### config.mk
export PLATFORM = sky130hd
export DESIGN_NAME = shift_register_param_flat
export DESIGN_NICKNAME = d
export VERILOG_FILES = /design/src/rtl/shift_register_param_if.sv /design/src/rtl/shift_register_param.sv /design/src/flat_wrapper.sv
export SDC_FILE = /design/constraint.sdc
export NUM_CORES = 1
export LEC_CHECK = 0
export ABC_AREA = 1
export ABC_CLOCK_PERIOD_IN_PS = 3400
export BUFFER_PORTS_ARGS = -buffer_cell sky130_fd_sc_hd__buf_2
export CAP_MARGIN = 20
export CORE_MARGIN = 2
export CORE_UTILIZATION = 59
export CTS_CLUSTER_SIZE = 8
export DETAILED_ROUTE_END_ITERATION = 12
export PLACE_DENSITY_LB_ADDON = 0.15
export SETUP_SLACK_MARGIN = 0.15
export SYNTH_ARGS = -nofsm -noshare
export SYNTH_HDL_FRONTEND = slang
export SYNTH_SLANG_ARGS = --single-unit
### constraint.sdc
create_clock -name clk -period 3.4 [get_ports clk]
set_input_delay 0.68 -clock clk [delete_from_list [all_inputs] [get_ports clk]]
set_output_delay 0.68 -clock clk [all_outputs]
set_load 0.05 [all_outputs]
### src/rtl/shift_register_param_if.sv
// shift_register_param_if: command/status bundle for shift_register_param; zero exists only with SHREG_ZERO_FLAG_EN
interface shift_register_param_if #(
  parameter int WIDTH = 32,
  parameter int AMT_W = $clog2(WIDTH) + 1
);
  logic [2:0]       mode;
  logic [WIDTH-1:0] load_val;
  logic             ser_in;
  logic             start;
  logic [AMT_W-1:0] amount;
  logic [WIDTH-1:0] q;
  logic             ser_out;
  logic             busy;
  logic             done;
`ifdef SHREG_ZERO_FLAG_EN
  logic             zero;
`endif
  modport master (
    output mode, load_val, ser_in, start, amount,
    input  q, ser_out, busy, done
`ifdef SHREG_ZERO_FLAG_EN
    , input zero
`endif
  );
  modport slave (
    input  mode, load_val, ser_in, start, amount,
    output q, ser_out, busy, done
`ifdef SHREG_ZERO_FLAG_EN
    , output zero
`endif
  );
endinterface

### src/rtl/shift_register_param.sv
// shift_register_param: shift/rotate/load register with multi-cycle shift-by-N, updating on negedge clk; SHREG_ZERO_FLAG_EN adds a registered zero flag
module shift_register_param #(
  parameter int WIDTH = 32,
  parameter int AMT_W = $clog2(WIDTH) + 1
) (
  input logic                  clk,
  input logic                  r,
  shift_register_param_if.slave s
);
  localparam logic [2:0] HOLD = 3'd0, LOAD = 3'd1, SLL = 3'd2, SRL = 3'd3;
  localparam logic [2:0] SRA = 3'd4, ROL = 3'd5, ROR = 3'd6, CLR = 3'd7;
  logic [WIDTH-1:0] r_q, w_op_q, w_q_next;
  logic [AMT_W-1:0] r_cnt;
  logic [2:0]       r_mode, w_op;
  logic             r_ser_out, r_busy, r_done;
  logic             w_out, w_shift, w_launch, w_skip;
  assign w_op     = r_busy ? r_mode : s.mode;
  assign w_shift  = w_op inside {SLL, SRL, SRA, ROL, ROR};
  assign w_launch = ~r_busy & s.start & w_shift;
  assign w_skip   = w_launch & (s.amount == '0);
  assign w_q_next = w_skip ? r_q : w_op_q;
  // one application of the active operation and the bit it pushes out of q
  always_comb begin
    w_op_q = r_q;
    w_out  = 1'b0;
    case (w_op)
      LOAD: w_op_q = s.load_val;
      SLL: begin w_op_q = {r_q[WIDTH-2:0], s.ser_in}; w_out = r_q[WIDTH-1]; end
      SRL: begin w_op_q = {s.ser_in, r_q[WIDTH-1:1]}; w_out = r_q[0]; end
      SRA: begin w_op_q = {r_q[WIDTH-1], r_q[WIDTH-1:1]}; w_out = r_q[0]; end
      ROL: begin w_op_q = {r_q[WIDTH-2:0], r_q[WIDTH-1]}; w_out = r_q[WIDTH-1]; end
      ROR: begin w_op_q = {r_q[0], r_q[WIDTH-1:1]}; w_out = r_q[0]; end
      CLR: w_op_q = '0;
      default: w_op_q = r_q;
    endcase
  end
  // data register plus step counter; a launch performs its first step on the same edge
  always_ff @(negedge clk) begin
    if (r) begin
      r_q       <= '0;
      r_ser_out <= 1'b0;
      r_busy    <= 1'b0;
      r_done    <= 1'b0;
      r_cnt     <= '0;
      r_mode    <= HOLD;
    end else begin
      r_q       <= w_q_next;
      r_ser_out <= (w_shift & ~w_skip) ? w_out : r_ser_out;
      if (r_busy) begin
        r_cnt  <= r_cnt - AMT_W'(1);
        r_busy <= r_cnt != AMT_W'(1);
        r_done <= r_cnt == AMT_W'(1);
      end else if (w_launch) begin
        r_mode <= s.mode;
        r_cnt  <= w_skip ? '0 : s.amount - AMT_W'(1);
        r_busy <= s.amount > AMT_W'(1);
        r_done <= s.amount <= AMT_W'(1);
      end else begin
        r_done <= 1'b0;
      end
    end
  end
  assign s.q       = r_q;
  assign s.ser_out = r_ser_out;
  assign s.busy    = r_busy;
  assign s.done    = r_done;
`ifdef SHREG_ZERO_FLAG_EN
  logic r_zero;
  // flags an all-zero value as it is written into q
  always_ff @(negedge clk) begin
    r_zero <= r ? 1'b1 : (w_q_next == '0);
  end
  assign s.zero = r_zero;
`endif
endmodule

### src/flat_wrapper.sv
// flat-port wrapper written by rule: the top's interface ports become plain ports
module shift_register_param_flat 
#(
  parameter int WIDTH = 32,
  parameter int AMT_W = $clog2(WIDTH) + 1
)
  (clk, r, s_mode, s_load_val, s_ser_in, s_start, s_amount, s_q, s_ser_out, s_busy, s_done);
  shift_register_param_if #(.WIDTH(WIDTH), .AMT_W(AMT_W)) s_i ();
  input logic clk;
  input logic r;
  input wire logic [$bits(s_i.mode)-1:0] s_mode;
  input wire logic [$bits(s_i.load_val)-1:0] s_load_val;
  input wire logic [$bits(s_i.ser_in)-1:0] s_ser_in;
  input wire logic [$bits(s_i.start)-1:0] s_start;
  input wire logic [$bits(s_i.amount)-1:0] s_amount;
  output wire logic [$bits(s_i.q)-1:0] s_q;
  output wire logic [$bits(s_i.ser_out)-1:0] s_ser_out;
  output wire logic [$bits(s_i.busy)-1:0] s_busy;
  output wire logic [$bits(s_i.done)-1:0] s_done;
  assign s_i.mode = s_mode;
  assign s_i.load_val = s_load_val;
  assign s_i.ser_in = s_ser_in;
  assign s_i.start = s_start;
  assign s_i.amount = s_amount;
  assign s_q = s_i.q;
  assign s_ser_out = s_i.ser_out;
  assign s_busy = s_i.busy;
  assign s_done = s_i.done;
  shift_register_param #(.WIDTH(WIDTH), .AMT_W(AMT_W)) u_core (.clk(clk), .r(r), .s(s_i));
endmodule
==> reports/results.txt, run 1 <==
For this design the top-level I/O count stands at 80. The first global-routing pass estimated 16700 um of wire. The worst hold path terminates at u_core.r_mode[1].

For the pin with the worst max-slew slack, the measured transition is 0.320 ns. For the max-slew violation count, the log shows 0. After synthesis, the largest family of logic cells by area is simple AND/OR/NAND/NOR gates. The height of the chip is 78.9 um. The worst setup path is captured at a flip-flop. The count of hold-fix buffers inserted at cts is 0, and the clock share of power is 20.1%. A synthesized cell averages 6.46 um2. The clock reaches the later pin of the worst-skew pair after 0.41 ns. The post-layout instance count excluding filler cells came out at 750. For the number of instances in the synthesized netlist, the log shows 513.

Power comes to 3.05 mW. The cell area that synthesis handed to floorplanning was 3310 um2. The maximum vdd ir drop was 369 uV; the arithmetic-cell share of the synthesized area counting full adders, half adders and majority gates was 1.89%. For this run the aggregate overflow at the end of global routing stands at 0. The die covers 6230 um2. The synthesized-area fraction occupied by and/or/nand/nor cells was 53.8%. Class of the worst hold path: flip-flop to flip-flop. Placed wire-length estimate: 5880 um. The critical path in this run is classified as primary input to flip-flop. Yosys mapped the design onto 30 distinct sky130hd cell types. Of the cells placed in the final design, the portion with a size suffix greater than 1 is 44.8%. The post-synthesis compound-gate area fraction was 3.29%. The largest clock skew in the final design is 0.0601 ns, and the fraction of synthesized area in multiplexers is 0%. For this run, the number of Yosys warnings is 0.

Number of maximum-capacitance violations: 0. The run gives 26.6% as the portion of the post-synthesis area used by sequential elements. In this run the static leakage power is 2.50 nW. For the number of diodes, the log shows 0.

The number of cells on the worst reg-to-reg path works out to 11. OpenSTA, run right after detailed placement, puts the worst setup slack at -0.191 ns. Once placement finished, the instance area stood at 3930 um2. The run gives 0 as the initial antenna violation count. The register bit total from synthesis is 44, and the number of filler cells placed in the layout is 205. The synthesized netlist devotes 1.06% of its cell area to XOR and XNOR gates. The DRC violation total after the first TritonRoute iteration is 564, and the final hold violation count is 0. The routed layout has 4508 vias.

The flow ran to the end, and the final reports show no timing, DRC or antenna violations. The worst register-to-register path begins at u_core.s.busy. Final worst hold slack: 0.524 ns. Internal power comes to 1.52 mW. The tools report the max-slew headroom at the worst pin as 78.6%. The buffer depth of the longest clock path is 2, and the count of port buffers added during placement is 79. The overall routing resource usage is 33.1%, and the switching power share of the total is 50.3%. After detailed routing, the number of vias per cell comes to 6.01. Setup repair after global routing could not meet its margin everywhere. Counting tap cells, the placed design contains a total of 668 instances.

The number of levels the H-tree was split into is 2. Along the worst path, the maximum fanout reaches 8. Row generation in the floorplan step produced 27 rows.

The routed length per instance is 18.8 um, and the net load switching power is 1.54 mW. The maximum cell stage delay along the critical path came out at 0.17 ns. Data on the critical path is required at its endpoint by 1.95 ns. For this configuration, the core starts out at a cell density of 60.5%. Before antenna repair, the detailed router went through 5 iterations. Setup total negative slack on the finished layout was measured at 0 ns. With fillers left out, the area of the finished cells amounts to 5010 um2.

In the final design database the tool counted 727 nets. Cells fill 91.6% of the core in the end. Clock-pin slew was measured on the worst setup and hold paths at 0.07 ns. The number of cells traversed by the worst hold path was 2; the setup slack of the worst register-to-register path was 1.40 ns. In the post-route analysis, the smallest setup slack over all paths is 0.0645 ns. STA classifies the critical path startpoint as a primary input. The worst hold path startpoint is u_core.r_mode[1].

At the end of routability-driven placement, the weighted congestion stood at 0.868. Clock tree synthesis found a total of 44 sinks. The tools report the placeable core region as 5470 um2. TritonCTS built the clock tree. In this run the remaining antenna-violating nets after routing total 0. TritonCTS created 5 clock buffers.

Traced cell by cell, the critical path runs through buf_2 -> inv_1 -> nand2_2 -> nand2_4 -> nand2_4 -> nand4_4 -> nand2_8 -> buf_12 -> nand2_2 -> nand2_1 -> nor2_2. The die extent in x was 78.9 um; the maximum number of pins on one net before global-route repair was 32. In this run, the combinational gates consume 55.1% of the power. From synthesis to final layout, the design area changed by 51.3%.

After detailed routing, the number of remaining DRC violations is 0. The endpoint identified for the worst register-to-register timing path is u_core.s.q[7]. Cell area power density: 609 nW/um2.

For this design, the slowest cell found on the critical path is sky130_fd_sc_hd__nand2_8. Setup violations remaining at the end of the flow were counted as 0. The tools report the number of global-route vias before repair as 3901.

The final layout contains routed wiring with a total length of 14100 um. Sequential cells burn 24.9% of the power. The cell sitting at the root of the clock tree is a sky130_fd_sc_hd__clkbuf_8. When the netlist entered floorplanning its net count stood at 563. Data on the critical path arrives at its endpoint at 1.88 ns.
-- cell usage in the layout (no fill, tap or decap), types with 3 or more instances in the layout --
master	Yosys	final
sky130_fd_sc_hd__a21oi_1	10	10
sky130_fd_sc_hd__buf_12	6	7
sky130_fd_sc_hd__buf_2	10	44
sky130_fd_sc_hd__buf_4	3	46
sky130_fd_sc_hd__buf_6	1	5
sky130_fd_sc_hd__buf_8	0	33
sky130_fd_sc_hd__clkbuf_16	0	4
sky130_fd_sc_hd__clkbuf_8	0	5
sky130_fd_sc_hd__dfxtp_1	44	11
sky130_fd_sc_hd__dfxtp_2	0	5
sky130_fd_sc_hd__dfxtp_4	0	28
sky130_fd_sc_hd__ha_1	5	4
sky130_fd_sc_hd__inv_1	57	99
sky130_fd_sc_hd__inv_2	2	3
sky130_fd_sc_hd__nand2_1	136	132
sky130_fd_sc_hd__nand2_2	36	38
sky130_fd_sc_hd__nand2_4	4	6
sky130_fd_sc_hd__nand3_1	76	73
sky130_fd_sc_hd__nand3_2	1	3
sky130_fd_sc_hd__nand4_1	5	5
sky130_fd_sc_hd__nor2_1	27	23
sky130_fd_sc_hd__nor2_2	63	58
sky130_fd_sc_hd__nor2_4	0	9
sky130_fd_sc_hd__o21ai_0	9	9
-- layer usage --
layer	global-route usage (%)	wire length, um
met1	35.6	4800
met4	18.6	1090
met2	59.3	6650
met3	8.18	1570
met5	0	0
-- registers in the layout, indices dropped and copies added, names as in the netlist --
signal and flops:
u_core.s.done 1, u_core.s.q 32, u_core.s.ser_out 1, u_core.r_mode 3, u_core.s.busy 1, u_core.r_cnt 6
-- Yosys cell counts, drive strengths merged --
library cell	n	area (um2)
o211ai	1	7.51
buf	24	219
nor2	90	495
nand3	78	408
nand2	177	801
ha	5	62.6
nand3b	1	7.51
inv	59	221
nor3	2	10.0
dfxtp	44	881
o21ai	9	45.0
xor2	2	17.5
or2	1	6.26
clkbuf	1	3.75
xnor2	2	17.5
o22ai	1	6.26
a21oi	10	50.1
nand4	6	52.6
-- power by group through the flow --
stage	clock network, mW	registers (mW)	logic [mW]
final	0.612	0.759	1.68
after global routing	0.659	0.761	1.76
after CTS	0.541	0.747	1.40
after detailed placement	0.0806	0.714	1.20
after global placement	0.0806	0.711	1.18
after floorplan	0.0806	0.961	0.700
-- layout make-up --
type / instances / area (um2) / share of cell area (%)
multi-input cells: 385 / 2100 / 41.9
clock buffers: 5 / 68.8 / 1.37
repair buffers: 139 / 1360 / 27.1
well taps: 72 / 90.1 / 1.80
flip-flops and latches: 44 / 992 / 19.8
inverters: 58 / 223 / 4.44
clock inverters: 47 / 178 / 3.55
-- worst max path at each step --
stage,to,from,cells past startpoint
floorplan,u_core.s.q[30],s_amount[3],9
global placement,u_core.s.q[3],s_mode[1],11
detailed placement,u_core.s.q[3],s_mode[2],11
CTS,s_q[31],u_core.s.q[31],1
global route,u_core.s.q[25],s_mode[1],11
finish,u_core.s.q[7],s_mode[2],11
-- cell families (layout without fill, tap and decap cells) --
group / after synthesis / count (layout)
adders and majority gates: 5 / 5
buffers and inverters: 84 / 249
DFF: 44 / 44
AOI/OAI and AO/OA: 21 / 21
and+or+nand+nor: 355 / 355
xor gates and xnor gates: 4 / 4
-- timing repair --
item | 4_1_cts | 5_1_grt
setup endpoints to repair | 35 | 66
setup buffers | 12 | 15
gates resized for setup | 151 | 31
endpoints found under the hold margin | 0 | 0
pin swaps | 0 | 3
cloned | 0 | 4
-- critical path: cells and delay by family --
family	cells	cell delay (ns)
buf+inv	3	0.33
simple gates	8	0.86
(Power assumes the default switching activity.)
==> inputs of run 2 (changes only) <==
--- a/config.mk
+++ b/config.mk
@@ -5,12 +5,12 @@
 export SDC_FILE = /design/constraint.sdc
 export NUM_CORES = 1
 export LEC_CHECK = 0
-export ABC_AREA = 1
+export ABC_AREA = 0
 export ABC_CLOCK_PERIOD_IN_PS = 3400
 export BUFFER_PORTS_ARGS = -buffer_cell sky130_fd_sc_hd__buf_2
 export CAP_MARGIN = 20
 export CORE_MARGIN = 2
-export CORE_UTILIZATION = 59
+export CORE_UTILIZATION = 55
 export CTS_CLUSTER_SIZE = 8
 export DETAILED_ROUTE_END_ITERATION = 12
 export PLACE_DENSITY_LB_ADDON = 0.15
==> run 2 against run 1 <==
Compared with the run above: the flow now stops in clock tree synthesis (4_1_cts); synthesized cell count down 47%; synthesized area is 22% lower.
==> reports/results.txt, run 2 <==
The count of port buffers added during placement was 79 (unchanged); the number of instances in the synthesized netlist was 270 (-47%). The die extent in x is 72.4 um (-8.3%), and the portion of the post-synthesis area used by sequential elements is 34.3% (+7.7 points). Mapped cell area: 2570 um2 (-22%).

The routability-driven placement congestion ratio was 0.798 (-8.1%); the total I/O pin count was 80 (unchanged). The proportion of register bits with asynchronous set or reset after synthesis came out at 0% (unchanged). Among all cell types in the netlist, the one instantiated most often is sky130_fd_sc_hd__nor2_1.

The run gives 58.2% (-2.3 points) as the initial standard-cell utilization of the core. The first error in the log reads "[ERROR DPL-0038] Utilization greater than 100%, impossible to legalize". The count of cells resized by post-cts repair is 204 (+35%).

The flow halted during clock tree synthesis (4_1_cts). The placed wire-length estimate was 4890 um (-17%); the post-synth net total was 320 (-43%). The run stopped with a tool error. The fraction of post-synthesis cell area in the top cell type by area came out at 34.3% (+7.7 points). Clock buffer count from CTS: 5 (unchanged).

In the synthesized netlist the dominant register cell turns out to be sky130_fd_sc_hd__dfxtp_1. The clock root buffer master was sky130_fd_sc_hd__clkbuf_8. The buffer depth of the longest clock path came out at 2 (unchanged). The post-placement worst setup slack came out at -0.907 ns (-0.716 ns).

The cell taking the most area after synthesis was sky130_fd_sc_hd__dfxtp_1. In the post-synthesis netlist, the biggest area contributors are sky130_fd_sc_hd__dfxtp_1 (34%), sky130_fd_sc_hd__a211oi_2 (15%), sky130_fd_sc_hd__a222oi_1 (12%), sky130_fd_sc_hd__nor2_1 (7.0%), sky130_fd_sc_hd__ha_1 (2.4%). The CTS sink count was 44 (unchanged); the number of levels the H-tree was split into was 2 (unchanged). The number of setup buffers added after CTS is 31 (+19), and the number of standard-cell rows in the floorplan is 24 (-11%). The count of flip-flops with a built-in enable after synthesis was 0 (unchanged). Register bit total from synthesis: 44 (unchanged). The total number of yosys warnings was 0 (unchanged). Counting instances in the post-synthesis netlist gives the leading cell types as sky130_fd_sc_hd__nor2_1 (48), sky130_fd_sc_hd__dfxtp_1 (44), sky130_fd_sc_hd__a211oi_2 (31), sky130_fd_sc_hd__a222oi_1 (31), sky130_fd_sc_hd__clkbuf_1 (13).

The run gives 0 (unchanged) as the count of hold-fix buffers inserted at cts. The distinct cell type count after synthesis was 40 (+33%). The synthesized area per cell is 9.52 um2 (+47%). Height of the chip: 72.4 um (-8.3%).
## run 2: changes by cell type after synthesis, sizes merged, moves of 14 or more
cell and delta:
nand2 -168, nand3 -74, inv -52, nor2 -42, a211oi +36, a222oi +31
buf -14
## run 2: kinds of logic after synthesis
family | Yosys count | synth area share (%)
compound gates | 91 | 35.1
xor+xnor | 9 | 3.07
fa+ha+maj | 5 | 2.43
buf+inv | 30 | 6.86
flops | 44 | 34.3
mux | 9 | 3.65
simple gates | 82 | 14.7
## run 2: stage by stage
step	hold slack, ns	instances	area, um2
after floorplan	0.498	270	2740
after global placement	0.513	417	3430
after detailed placement	0.528	417	3430
==> inputs of run 3 (changes only) <==
--- a/config.mk
+++ b/config.mk
@@ -10,11 +10,9 @@
 export BUFFER_PORTS_ARGS = -buffer_cell sky130_fd_sc_hd__buf_2
 export CAP_MARGIN = 20
 export CORE_MARGIN = 2
-export CORE_UTILIZATION = 55
-export CTS_CLUSTER_SIZE = 8
+export CORE_UTILIZATION = 40
 export DETAILED_ROUTE_END_ITERATION = 12
 export PLACE_DENSITY_LB_ADDON = 0.15
-export SETUP_SLACK_MARGIN = 0.15
 export SYNTH_ARGS = -nofsm -noshare
 export SYNTH_HDL_FRONTEND = slang
 export SYNTH_SLANG_ARGS = --single-unit
==> run 3 against run 2 <==
Compared with the run above: the flow now finishes, with violations (setup timing); synthesized cell count stayed put; synthesized area stayed put.
==> reports/results.txt, run 3 <==
For the placed cell count, the log shows 445 (+6.7%). The number of flip-flops under the largest register name is 32, and the number of filler cells placed in the layout is 510. For this run, design rule violations remaining after detail routing come to 0.

For the DRC violation total after the first TritonRoute iteration, the log shows 213. The clock-pin slew on the worst setup and hold paths is 0.03 ns. The portion of the post-synthesis area used by sequential elements was 34.3% (unchanged); the count of buffer and inverter cells on the critical path was 4. The cell class contributing the biggest share of worst-path delay was simple AND/OR/NAND/NOR gates. The number of standard-cell rows in the floorplan is 29 (+21%). TritonCTS built the clock tree. Post-detailed-routing wire length: 7460 um. The tools report the CTS sink count as 44 (unchanged). Using the TritonRoute via totals, the vias-per-cell ratio works out to 5.62. The total number of nets in the final design was 475; the switching power share of the total was 43.7%.

The synthesized design spends more area on one cell type than any other, namely sky130_fd_sc_hd__dfxtp_1. The transition time at the pin with the least slew margin came out at 0.397 ns. The most common cell in the synthesized netlist is sky130_fd_sc_hd__nor2_1. The critical path goes through buf_12 -> inv_16 -> ha_4 -> or4b_4 -> or3_4 -> a2bb2o_4 -> buf_12 -> buf_12 -> nor2_2 -> a211oi_2. Registers take 898 um2.

The first global-routing pass estimated 12100 um of wire. The final hold violation count was 0; the area enclosed by the die boundary was 7080 um2. Counting instances in the post-synthesis netlist gives the leading cell types as sky130_fd_sc_hd__nor2_1 (48), sky130_fd_sc_hd__dfxtp_1 (44), sky130_fd_sc_hd__a211oi_2 (31), sky130_fd_sc_hd__a222oi_1 (31), sky130_fd_sc_hd__clkbuf_1 (13). The flow ran to the end, but the final reports show violations. The mapped cell area is 2570 um2 (unchanged), and the area overhead of the layout relative to synthesis is 62.1%.

The height of the chip was 84.2 um (+16%). The final design utilization was 66.4%; the buffer depth of the longest clock path was 2 (unchanged). The analysis attributes to net switching a power of 948 uW. The count of flip-flops with a built-in enable after synthesis is 0 (unchanged). Element type at the critical path start: a primary input.

The tools report the total number of vias as 2823. For this run the aggregate overflow at the end of global routing stands at 0. The overall routing resource usage was 20.6%; the placed instance area was 3480 um2 (+1.6%).

The top cell types in the final layout, fill and taps aside, are sky130_fd_sc_hd__inv_1 (48), sky130_fd_sc_hd__buf_2 (46), sky130_fd_sc_hd__buf_4 (45). IR analysis of the VDD net gives a maximum drop of 346 uV. The tools report the area of combinational cells with multiple inputs as 1800 um2. Initial standard-cell utilization of the core: 40.9% (-17 points). For the routability-driven placement congestion ratio, the log shows 0.806 (+1.0%). Placeable core region: 6280 um2.

The logs give 2 (unchanged) for the number of levels the H-tree was split into and 2.42 ns for the critical path arrival. The tools report the total number of yosys warnings as 0 (unchanged). The tools report the count of hold-fix buffers inserted at cts as 0 (unchanged).

Adding up every negative setup slack in the final design gives -15.40 ns. Measured in cells, the most critical reg-to-reg path has a length of 8. By instance count, the cell type seen most on the critical path is sky130_fd_sc_hd__buf_12. The tools report the post-route worst setup slack as -0.497 ns. The clock share of power is 24.1%. The worst setup path is of the primary input to flip-flop kind. The run gives 43.7% as the combinational share of power.

After detailed routing, the average wire length per cell comes to 14.9 um. The tools report the post-synth net total as 320 (unchanged). In this run the static leakage power is 1.84 nW. For the final setup violation count, the log shows 38.

The clock arrives with 0.0161 ns of skew. The initial antenna violation count is 0. The critical path runs through a total of 10 cells. The tools report the distinct cell type count after synthesis as 40 (unchanged). The number of instances in the synthesized netlist is 270 (unchanged), and the overall power is 2.17 mW. Synthesized area per cell: 9.52 um2 (unchanged). Cell internal power was estimated by the tool at 1.22 mW.

Maximum cell stage delay along the critical path: 0.45 ns. Count of port buffers added during placement: 79 (unchanged). The logs give 0 for the max-slew violation count and 0 for the number of maximum-capacitance violations.

Sorting the synthesized cells by area gives the leading types as sky130_fd_sc_hd__dfxtp_1 (34%), sky130_fd_sc_hd__a211oi_2 (15%), sky130_fd_sc_hd__a222oi_1 (12%), sky130_fd_sc_hd__nor2_1 (7.0%), sky130_fd_sc_hd__ha_1 (2.4%). The number of antenna diodes in the final layout is 0. Endpoint required time on the critical path: 1.92 ns.

Summing all non-filler instances in the final layout gives an area of 4170 um2. For the total I/O pin count, the log shows 80 (unchanged). The fraction of post-synthesis cell area in the top cell type by area came out at 34.3% (unchanged). Clock tree synthesis selected as its root buffer the cell sky130_fd_sc_hd__clkbuf_8.

The register bit total from synthesis was 44 (unchanged); the placed wire-length estimate was 4920 um (+0.74%). The antenna violation net count after detailed routing is 0, and the proportion of register bits with asynchronous set or reset after synthesis is 0% (unchanged). Entering global routing, the biggest net connects 45 pins. Counting instances, the worst hold path has a depth of 2.

The post-route netlist has 55.8% of its cells at a drive strength greater than 1. The share of total power dissipated in sequential elements is 32.2%. The checks that failed: setup timing. STA classifies the critical path endpoint as a flip-flop. The library cell used most frequently in the layout, excluding fill and tap cells, is sky130_fd_sc_hd__inv_1.

The most frequently used flop master after synthesis is sky130_fd_sc_hd__dfxtp_1. The die extent in x was 84.2 um (+16%). Dividing total power by cell area gives a power density of 520 nW/um2. On the critical path, the stage with the largest delay is an instance of sky130_fd_sc_hd__or4b_4. In this run the tightest slew margin relative to its limit is 73.4%. The logs give 5 (unchanged) for the clock buffer count from CTS and 8 for the iteration count of the initial detailed-routing pass. Setup repair after global routing could not meet its margin everywhere. The clock reaches the later pin of the worst-skew pair after 0.37 ns. Along the worst path, the maximum fanout reaches 7. The run gives 2698 as the number of global-route vias before repair. The path class of the tightest hold or removal check is flip-flop to flip-flop.

After the flow finishes, the layout carries non-filler instances totaling 502.
[run 3: cell counts after synthesis]
Identical to the previous run, type by type.
[run 3: cells by family after synthesis]
group,synth area share [%]
mux,3.65
buf+inv,6.86
simple gates,14.7
fa+ha+maj,2.43
xor+xnor,3.07
flops,34.3
compound gates,35.1
[run 3: timing repair]
item / CTS / global route
setup buffers: 5 / 2
endpoints found under the setup margin: 70 / 56
cloned: 2 / 0
pin swaps: 4 / 4
hold endpoints to repair: 0 / 0
gates resized for setup: 68 / 43
[run 3: worst reg2reg max path: cells and delay by family (launching register included)]
family,cells,cell delay (ns)
xor gates and xnor gates,1,0.26
muxes,1,0.40
and+or+nand+nor,1,0.10
AOI/OAI and AO/OA,2,0.32
buffers and inverters,3,0.56
DFF,1,0.31
[run 3: final timing paths]
check / startpoint / to / slack [ns]
worst max-delay path: s_amount[0] / u_core.s.q[7] / -0.50
worst min register to register: u_core.r_cnt[5] / u_core.r_cnt[5] / 0.53
worst max register to register: u_core.s.busy / u_core.s.q[7] / 1.32
worst min-delay path: u_core.r_cnt[5] / u_core.r_cnt[5] / 0.53
[run 3: routing by layer]
metal,up-vias,share of wire (%),wire length (um),track usage (%)
met5,-,0,0,0
li1,1371,-,-,-
met1,1355,43,3200,24.8
met4,0,1.8,137,10.7
met3,11,5.2,385,6.19
met2,86,50,3740,33.4
[run 3: area by class of cell]
class | count | share of cell area (%)
Clock buffer | 5 | 1.65
Clock inverter | 46 | 4.26
Inverter | 6 | 1.11
Multi-Input combinational cell | 196 | 43.2
Sequential cell | 44 | 21.6
Tap cell | 77 | 2.31
Timing Repair Buffer | 128 | 25.9
[run 3: metrics by stage]
stage,hold slack [ns],setup WS (ns)
2_1_floorplan,0.498,-0.707
3_3_place_gp,0.516,-0.867
3_5_place_dp,0.523,-0.893
4_1_cts,0.528,-0.493
5_1_grt,0.538,-0.524
6_report,0.528,-0.497
[run 3: power groups by stage]
stage               sequential (mW)  clock, mW  combinational [mW]
floorplan                     0.868     0.0806               0.400
global placement              0.679     0.0806               0.807
detailed placement            0.680     0.0806               0.816
CTS                           0.685      0.547               0.914
global route                  0.709      0.608                1.00
finish                        0.699      0.522               0.946
